[src/rtl/osc_freq_meter_pkg.sv]
// Shared types and default widths for the oscillator frequency meter.
// No logic; imported by osc_sync and osc_freq_meter.
package osc_freq_meter_pkg;

    typedef enum logic [1:0] {
        IDLE  = 2'd0,
        ARM   = 2'd1,
        COUNT = 2'd2,
        DONE  = 2'd3
    } state_t;

    localparam int CNT_W_DEF       = 16;
    localparam int WIN_W_DEF       = 16;
    localparam int SYNC_STAGES_DEF = 2;

endpackage

[src/rtl/osc_sync.sv]
// N-stage resettable synchronizer for an asynchronous oscillator phase (N legal 2..4).
// Latency: N clk cycles from d to q. No backpressure; samples every cycle.
module osc_sync
    import osc_freq_meter_pkg::*;
#(
    parameter int N = SYNC_STAGES_DEF
) (
    input  logic clk,
    input  logic rst,
    input  logic d,
    output logic q
);

    logic [N-1:0] sync_q;
    logic [N-1:0] sync_d;

    always_comb begin
        sync_d = {sync_q[N-2:0], d};
    end

    always_ff @(posedge clk) begin
        if (rst) begin
            sync_q <= '0;
        end else begin
            sync_q <= sync_d;
        end
    end

    assign q = sync_q[N-1];

endmodule

[src/rtl/osc_freq_meter.sv]
// Counts rising edges of osc_in over a win_len-cycle gate; OSC_FREQ_METER_CTRL_TAG_EN adds ctrl tagging.
// Latency: res_valid win_len+2 cycles after an accepted start (1 cycle when win_len=0).
// Backpressure: result held in DONE until res_ready; start ignored while busy, never queued.
module osc_freq_meter
    import osc_freq_meter_pkg::*;
#(
    parameter int CNT_W       = CNT_W_DEF,
    parameter int WIN_W       = WIN_W_DEF,
    parameter int SYNC_STAGES = SYNC_STAGES_DEF
) (
    input  logic             clk,
    input  logic             rst,
    input  logic             osc_in,
    input  logic             start,
    input  logic [WIN_W-1:0] win_len,
    output logic             busy,
    output logic             res_valid,
    input  logic             res_ready,
    output logic [CNT_W-1:0] res_count,
    output logic             res_ovf
`ifdef OSC_FREQ_METER_CTRL_TAG_EN
    ,
    input  logic [1:0]       ctrl,
    output logic [1:0]       res_ctrl,
    output logic             res_ctrl_chg
`endif
);

    state_t           state_q, state_d;
    logic             s;
    logic             s_prev_q, s_prev_d;
    logic             edge_det;
    logic [WIN_W-1:0] win_cnt_q, win_cnt_d;
    logic [CNT_W-1:0] cnt_q, cnt_d;
    logic             ovf_q, ovf_d;

    osc_sync #(.N(SYNC_STAGES)) u_sync (
        .clk (clk),
        .rst (rst),
        .d   (osc_in),
        .q   (s)
    );

    assign edge_det = s & ~s_prev_q;

    always_comb begin
        state_d   = state_q;
        s_prev_d  = s;
        win_cnt_d = win_cnt_q;
        cnt_d     = cnt_q;
        ovf_d     = ovf_q;
        case (state_q)
            IDLE: begin
                if (start) begin
                    cnt_d = '0;
                    ovf_d = 1'b0;
                    if (win_len != '0) begin
                        win_cnt_d = win_len;
                        state_d   = ARM;
                    end else begin
                        state_d   = DONE;
                    end
                end
            end
            // One dead cycle so s_prev is settled before the gate opens.
            ARM: state_d = COUNT;
            COUNT: begin
                if (edge_det) begin
                    if (&cnt_q) begin
                        ovf_d = 1'b1;
                    end else begin
                        cnt_d = cnt_q + CNT_W'(1);
                    end
                end
                win_cnt_d = win_cnt_q - WIN_W'(1);
                if (win_cnt_q == WIN_W'(1)) begin
                    state_d = DONE;
                end
            end
            DONE: begin
                if (res_ready) begin
                    state_d = IDLE;
                end
            end
            default: state_d = IDLE;
        endcase
    end

    always_ff @(posedge clk) begin
        if (rst) begin
            state_q   <= IDLE;
            s_prev_q  <= 1'b0;
            win_cnt_q <= '0;
            cnt_q     <= '0;
            ovf_q     <= 1'b0;
        end else begin
            state_q   <= state_d;
            s_prev_q  <= s_prev_d;
            win_cnt_q <= win_cnt_d;
            cnt_q     <= cnt_d;
            ovf_q     <= ovf_d;
        end
    end

    assign busy      = (state_q != IDLE);
    assign res_valid = (state_q == DONE);
    assign res_count = cnt_q;
    assign res_ovf   = ovf_q;

`ifdef OSC_FREQ_METER_CTRL_TAG_EN
    logic [1:0] ctrl_q, ctrl_d;
    logic       chg_q, chg_d;

    always_comb begin
        ctrl_d = ctrl_q;
        chg_d  = chg_q;
        case (state_q)
            IDLE: begin
                if (start) begin
                    ctrl_d = ctrl;
                    chg_d  = 1'b0;
                end
            end
            ARM, COUNT: begin
                if (ctrl != ctrl_q) begin
                    chg_d = 1'b1;
                end
            end
            default: ;
        endcase
    end

    always_ff @(posedge clk) begin
        if (rst) begin
            ctrl_q <= 2'b00;
            chg_q  <= 1'b0;
        end else begin
            ctrl_q <= ctrl_d;
            chg_q  <= chg_d;
        end
    end

    assign res_ctrl     = ctrl_q;
    assign res_ctrl_chg = chg_q;
`endif

endmodule

[config.mk]
export PLATFORM = sky130hd
export DESIGN_NAME = osc_freq_meter
export DESIGN_NICKNAME = d
export VERILOG_FILES = /design/src/rtl/osc_freq_meter_pkg.sv /design/src/rtl/osc_sync.sv /design/src/rtl/osc_freq_meter.sv
export SDC_FILE = /design/constraint.sdc
export NUM_CORES = 1
export LEC_CHECK = 0
export CAP_MARGIN = 20
export CORE_MARGIN = 3
export CORE_UTILIZATION = 35
export CTS_CLUSTER_DIAMETER = 80
export DETAILED_ROUTE_END_ITERATION = 8
export SYNTH_ARGS = -nofsm -noshare
export SYNTH_HDL_FRONTEND = slang
export SYNTH_HIERARCHICAL = 1
export SYNTH_SLANG_ARGS = --single-unit
[constraint.sdc]
create_clock -name clk -period 2.04 [get_ports clk]
set_input_delay 0.408 -clock clk [delete_from_list [all_inputs] [get_ports clk]]
set_output_delay 0.408 -clock clk [all_outputs]
set_load 0.02 [all_outputs]
# ---- Word-level counts from Yosys, hierarchy flattened
# Cells that the tools add are included.
dict set report word_totals {
  in_bits 21
  output_inout_bits 19
  register_bits 38
}
dict set report classes {
  bitwise 2
  addsub 2
  eq_ne 11
  n_reduce_logical 9
  muxes 16
}
# operator count
set ops {}
lappend ops {{$mux W16} 5}
lappend ops {{$pmux W16 S2} 2}
lappend ops {{$add A16 B1 Y16 const B} 1}
lappend ops {{$eq A16 B1 Y1 const B} 1}
lappend ops {{$reduce_and A16 Y1} 1}
lappend ops {{$reduce_bool A16 Y1} 1}
lappend ops {{$sub A16 B1 Y16 const B} 1}
lappend ops {{$ne A2 B2 Y1 const B} 6}
lappend ops {{$mux W2} 4}
lappend ops {{$pmux W2 S4} 1}
lappend ops {{$reduce_and A4 Y1} 2}
lappend ops {{$reduce_and A3 Y1} 2}
lappend ops {{$eq A2 B2 Y1 const B} 2}
lappend ops {{$reduce_bool A2 Y1} 2}
lappend ops {{$mux W1} 3}
lappend ops {{$eq A2 B1 Y1 const B} 1}
lappend ops {{$logic_not A2 Y1} 1}
lappend ops {{$ne A2 B1 Y1 const B} 1}
lappend ops {{$pmux W1 S2} 1}
lappend ops {{$and A1 B1 Y1} 1}
lappend ops {{$not A1 Y1} 1}

# ---- Longest topological paths before layout
dict set report logic_depth {
  word_depth 4
  depth_mapped 8
  mapped_depth_nobuf 7
}

# ---- Modules after synthesis
# Netlist, hierarchy kept.
# module area_each_um2 instances cells_per_inst
set by_module_without_submodules {}
lappend by_module_without_submodules {osc_freq_meter 2188.3 1 275}
lappend by_module_without_submodules {osc_sync 52.6 1 4}

# ---- Worst setup path before layout
# OpenSTA, ideal clock, no wires.
dict set report synth_path {
  path_type {register -> register}
  from {register state_q[0]}
  to {register cnt_q[15] (netlist: res_count[15])}
  synth_period_minus_slack_ns 1.885
  path_slack_ns 0.155
  stages_incl_launch_ff 8
  t_arrival_ns 1.754
  setup_ns 0.131
  path_cell_list {dfxtp_1 -> inv_1 -> ha_1 -> clkbuf_1 -> a2111o_1 -> nor4_4 -> xnor2_1 -> nor2_1}
}
dict set report synth_via {
  elab_chain_cells 3
  word_cells_on_any_way 8
  cone_classes {eq/ne: 4; mux: 1; reduce/logical: 3}
}
# element line_no
set synth_rtl {}
lappend synth_rtl {{from (decl)} osc_freq_meter.sv:29} ;# state_t state_q, state_d;
lappend synth_rtl {{from (signal assigned)} osc_freq_meter.sv:97} ;# state_q <= state_d;
lappend synth_rtl {{$eq A2 B2 Y1 or $logic_not A2 Y1 (tied branches)} osc_freq_meter.sv:52} ;# case (state_q)
lappend synth_rtl {{$ne A2 B2 Y1 (no source line) or $reduce_bool A2 Y1 (tied branches)} n/a}
lappend synth_rtl {{$reduce_and A4 Y1 (no source line)} n/a}
lappend synth_rtl {{to (signal assigned)} osc_freq_meter.sv:100} ;# cnt_q <= cnt_d;
lappend synth_rtl {{to (decl)} osc_freq_meter.sv:34} ;# logic [CNT_W-1:0] cnt_q, cnt_d;
# Parallel ways exist; a longest one is shown, timed or not.
# A chain may end at the register's enable or synchronous reset.

# ---- Worst setup path after layout
dict set report layout_path {
  from {register state_q[1]}
  to {output port res_valid}
}
dict set report layout_via {
  elab_chain_cells 1
}
# element line_no
set layout_rtl {}
lappend layout_rtl {{$eq A2 B2 Y1} osc_freq_meter.sv:106} ;# assign res_valid = (state_q == DONE);
lappend layout_rtl {{to (decl)} osc_freq_meter.sv:17} ;# output logic res_valid,
# No other way between the ends.

==> results by group <==
Final layout
  – Share of layout cells above drive strength 1: 16.14%
  – Area growth, synth to finish: 36.35%
  – FF+latch area: 760.7 sq um
  – Antenna cells: 0
  – Nets: roughly 370
  – Filler instances: 606
  – Final non-filler cell total: 422
  – Most frequent cells in the layout: 38 x clkdlybuf4s50_1, 38 x dfxtp_1, 34 x a21oi_1
  – Multi-input logic area: 0.001418 sq mm

Synthesis
  – Synth Instances: 279
  – Synth unique cells: 56
  – Syn avg cell area: 8.032 sq um
  – Seq cells post-synth: 38
  – Area contributors post-synth: dfxtp_1 34%, a21oi_1 7.6%, nor2_1 4.9%
  – Ys Warns: 6
  – Cell area after synthesis: ~0.0022 sq mm
  – Post-synthesis net count: 307
  – Top FF cell, synth: dfxtp_1
  – Async SR Flop Fraction: 0%
  – Area leader, netlist: dfxtp_1
  – EDFF count, synth: 0
  – Top cell type's share of synthesized area: 33.95%
  – Register area share after synthesis: 33.95%

Setup path
  – Critical Path Source: state_q[1]
  – Critical Path RT: 1630 ps
  – Crit path max fanout: 3
  – CP Capture Type: output port
  – Crit Path Class: reg -> out
  – Crit path DAT: around 1500 ps
  – CP Launch Type: flop
  – Worst r2r src: state_q[0]

Clock network
  – Hold buffers post-CTS: 0
  – Root Buffer: clkbuf_8
  – Clk sink count: 38
  – Post-CTS setup buffers: 0
  – Maximum root-to-sink buffer count: 2
  – Clock-pin slew on the worst setup and hold paths: 80 ps
  – CTS buffer count: 5
  – Skew-Pair Late Insertion Delay: 290 ps
  – Htree depth: 2
  – CTS tree: done

Flow run
  – Max-cap violations: 0

Global routing
  – GRT overflow: 0
  – Global Route Usage Sum: 15.95%
  – Initial antenna violation count: 0
  – First-pass GRT wire length: 9708 um
  – Number of global-route vias before repair: roughly 2100
  – Largest net degree at the start of global routing: 22

Place
  – Placed cells: 414
  – PortBufs: 39
  – Final GP Congestion: between 0.8 and 0.9
  – Post-DP HPWL: 4349 um

Detailed routing
  – Number of DRC markers in iteration 0: ~200
  – DR DRC count: 0
  – Vias per cell: 5.372
  – Antenna-violating nets left: 0
  – Vias: around 2300
  – Pre-antenna DRT Iters: 4
  – Drt wl/cell: 13.78 um
  – Final WL: 5816 um

STA
  – Period utilisation layout: 95.01%
  – Max Freq: 0.5160 GHz
  – Setup TNS: 0 ps
  – Tmin final: 1938 ps
  – Final Skew: 5.742 ps
  – Worst-margin pin slew: 455.4 ps
  – Hold Vio Cnt, Final: 0
  – Slew margin rel.: ~69%
  – Slew Viols, Final: 0
  – Final setup fails: 0

Die
  – Core Area: 0.006061 sq mm
  – Die footprint: approximately 0.0074 sq mm
  – Top Ports: 40
  – Die H: around 86 um
  – FP Rows: 28
  – Starting Density: 36.97%
  – Die Width: 86.02 um

Power
  – Logic pwr share: a little over half
  – Sw power: 0.001370 W
  – PwrDens: 1078 mW/mm^2
  – Total power draw: 0.003293 W
  – Reg power frac: between 30% and 40%
  – Int Pwr: 0.001923 W
  – Worst VDD drop: between 0.0005 and 0.0006 V
  – Clk pwr share: between 15 and 20%
  – Leak pwr: roughly 1.1 nW
  – Switch share: between 40% and 50%

Status
  – Run status: finished clean

Min path
  – Min-Delay Startpoint: u_sync/sync_q[0]
  – Hold crit path type: reg -> reg
-- worst paths after layout --
kind,to,slack (ps),depth (start not counted)
worst min-delay path,u_sync/sync_q[1],450,1
worst min register to register,u_sync/sync_q[1],450,1
worst max register to register,res_count[13],140,7
worst max-delay path,res_valid,100,3
-- cell families after synthesis --
| kind of cell | share of synthesized area (%) |
|---|---|
| compound gates | 23.28 |
| xor+xnor | 4.299 |
| fa+ha+maj | 3.908 |
| buf+inv | 3.964 |
| flops | 33.95 |
| mux | 0.9492 |
| simple gates | 29.65 |
-- stage by stage --
stage	area [sq um]	util, %	setup WS [ps]	hold slack (ps)
after global placement	2939	48.49	-188.5	416.8
after CTS	3029	49.98	69.36	455.0
after global routing	3055	50.41	-14.26	470.4
after floorplan	2241	-	155.0	413.8
final	3055	50.41	101.8	451.3
after detailed placement	2939	48.49	-228.4	435.0
-- registers in the layout, indices dropped and copies added (netlist names) --
name / cells
state_q: 2
res_ovf: 1
win_cnt_q: 16
u_sync/sync_q: 2
res_count: 16
s_prev_q: 1
-- power groups by stage --
stage / Clock (W) / Sequential, W / Combinational, W
2_1_floorplan: 0 / 0.000992 / 0.00110
3_3_place_gp: 0 / 0.000997 / 0.00173
3_5_place_dp: 0 / 0.00100 / 0.00173
4_1_cts: 0.000561 / 0.000984 / 0.00173
5_1_grt: 0.000600 / 0.00100 / 0.00199
6_report: 0.000547 / 0.000990 / 0.00176
-- cell usage after synthesis (all sizes together), types with 2 or more instances --
library cell / number
xnor2: 5
nand4: 9
nor3: 7
a22o: 2
o32ai: 3
or3: 3
nand2: 16
o211ai: 3
buf: 4
inv: 10
nor4: 8
ha: 7
nand2b: 5
nand3: 7
a311oi: 2
nor2: 30
clkbuf: 7
nor2b: 8
and4: 4
a41oi: 2
or2: 3
o21ai: 21
a211oi: 3
dfxtp: 38
a21oi: 35
a31oi: 2
and2: 7
and3: 6
xor2: 6
-- critical path: stages, from the launching register on --
cell	delay (ps)
dfxtp_1	370
buf_4	130
ha_1	140
clkdlybuf4s50_1	600
-- area by class of cell --
type	instances	area share [%]
well taps	75	3.071
clock inverters	1	0.1638
clock buffers	7	2.826
repair buffers	71	21.42
flip-flops and latches	38	24.90
inverters	10	1.229
multi-input cells	220	46.40
-- what timing repair did --
| action | 4_1_cts | 5_1_grt |
|---|---|---|
| endpoints found under the hold margin | 0 | 0 |
| endpoints found under the setup margin | 1 | 12 |
| pin swaps | 0 | 2 |
| gates resized for setup | 1 | 5 |
-- metal layers --
metal / vias to the layer above / part of all wire [%] / global-route usage (%)
met3: 7 / 3.9 / 3.266
met2: 43 / 45 / 24.32
met4: 0 / 0.98 / 4.460
met5: - / 0 / 0
met1: 1057 / 50 / 22.67
li1: 1160 / - / -
Power figures use the tool's default switching activity.
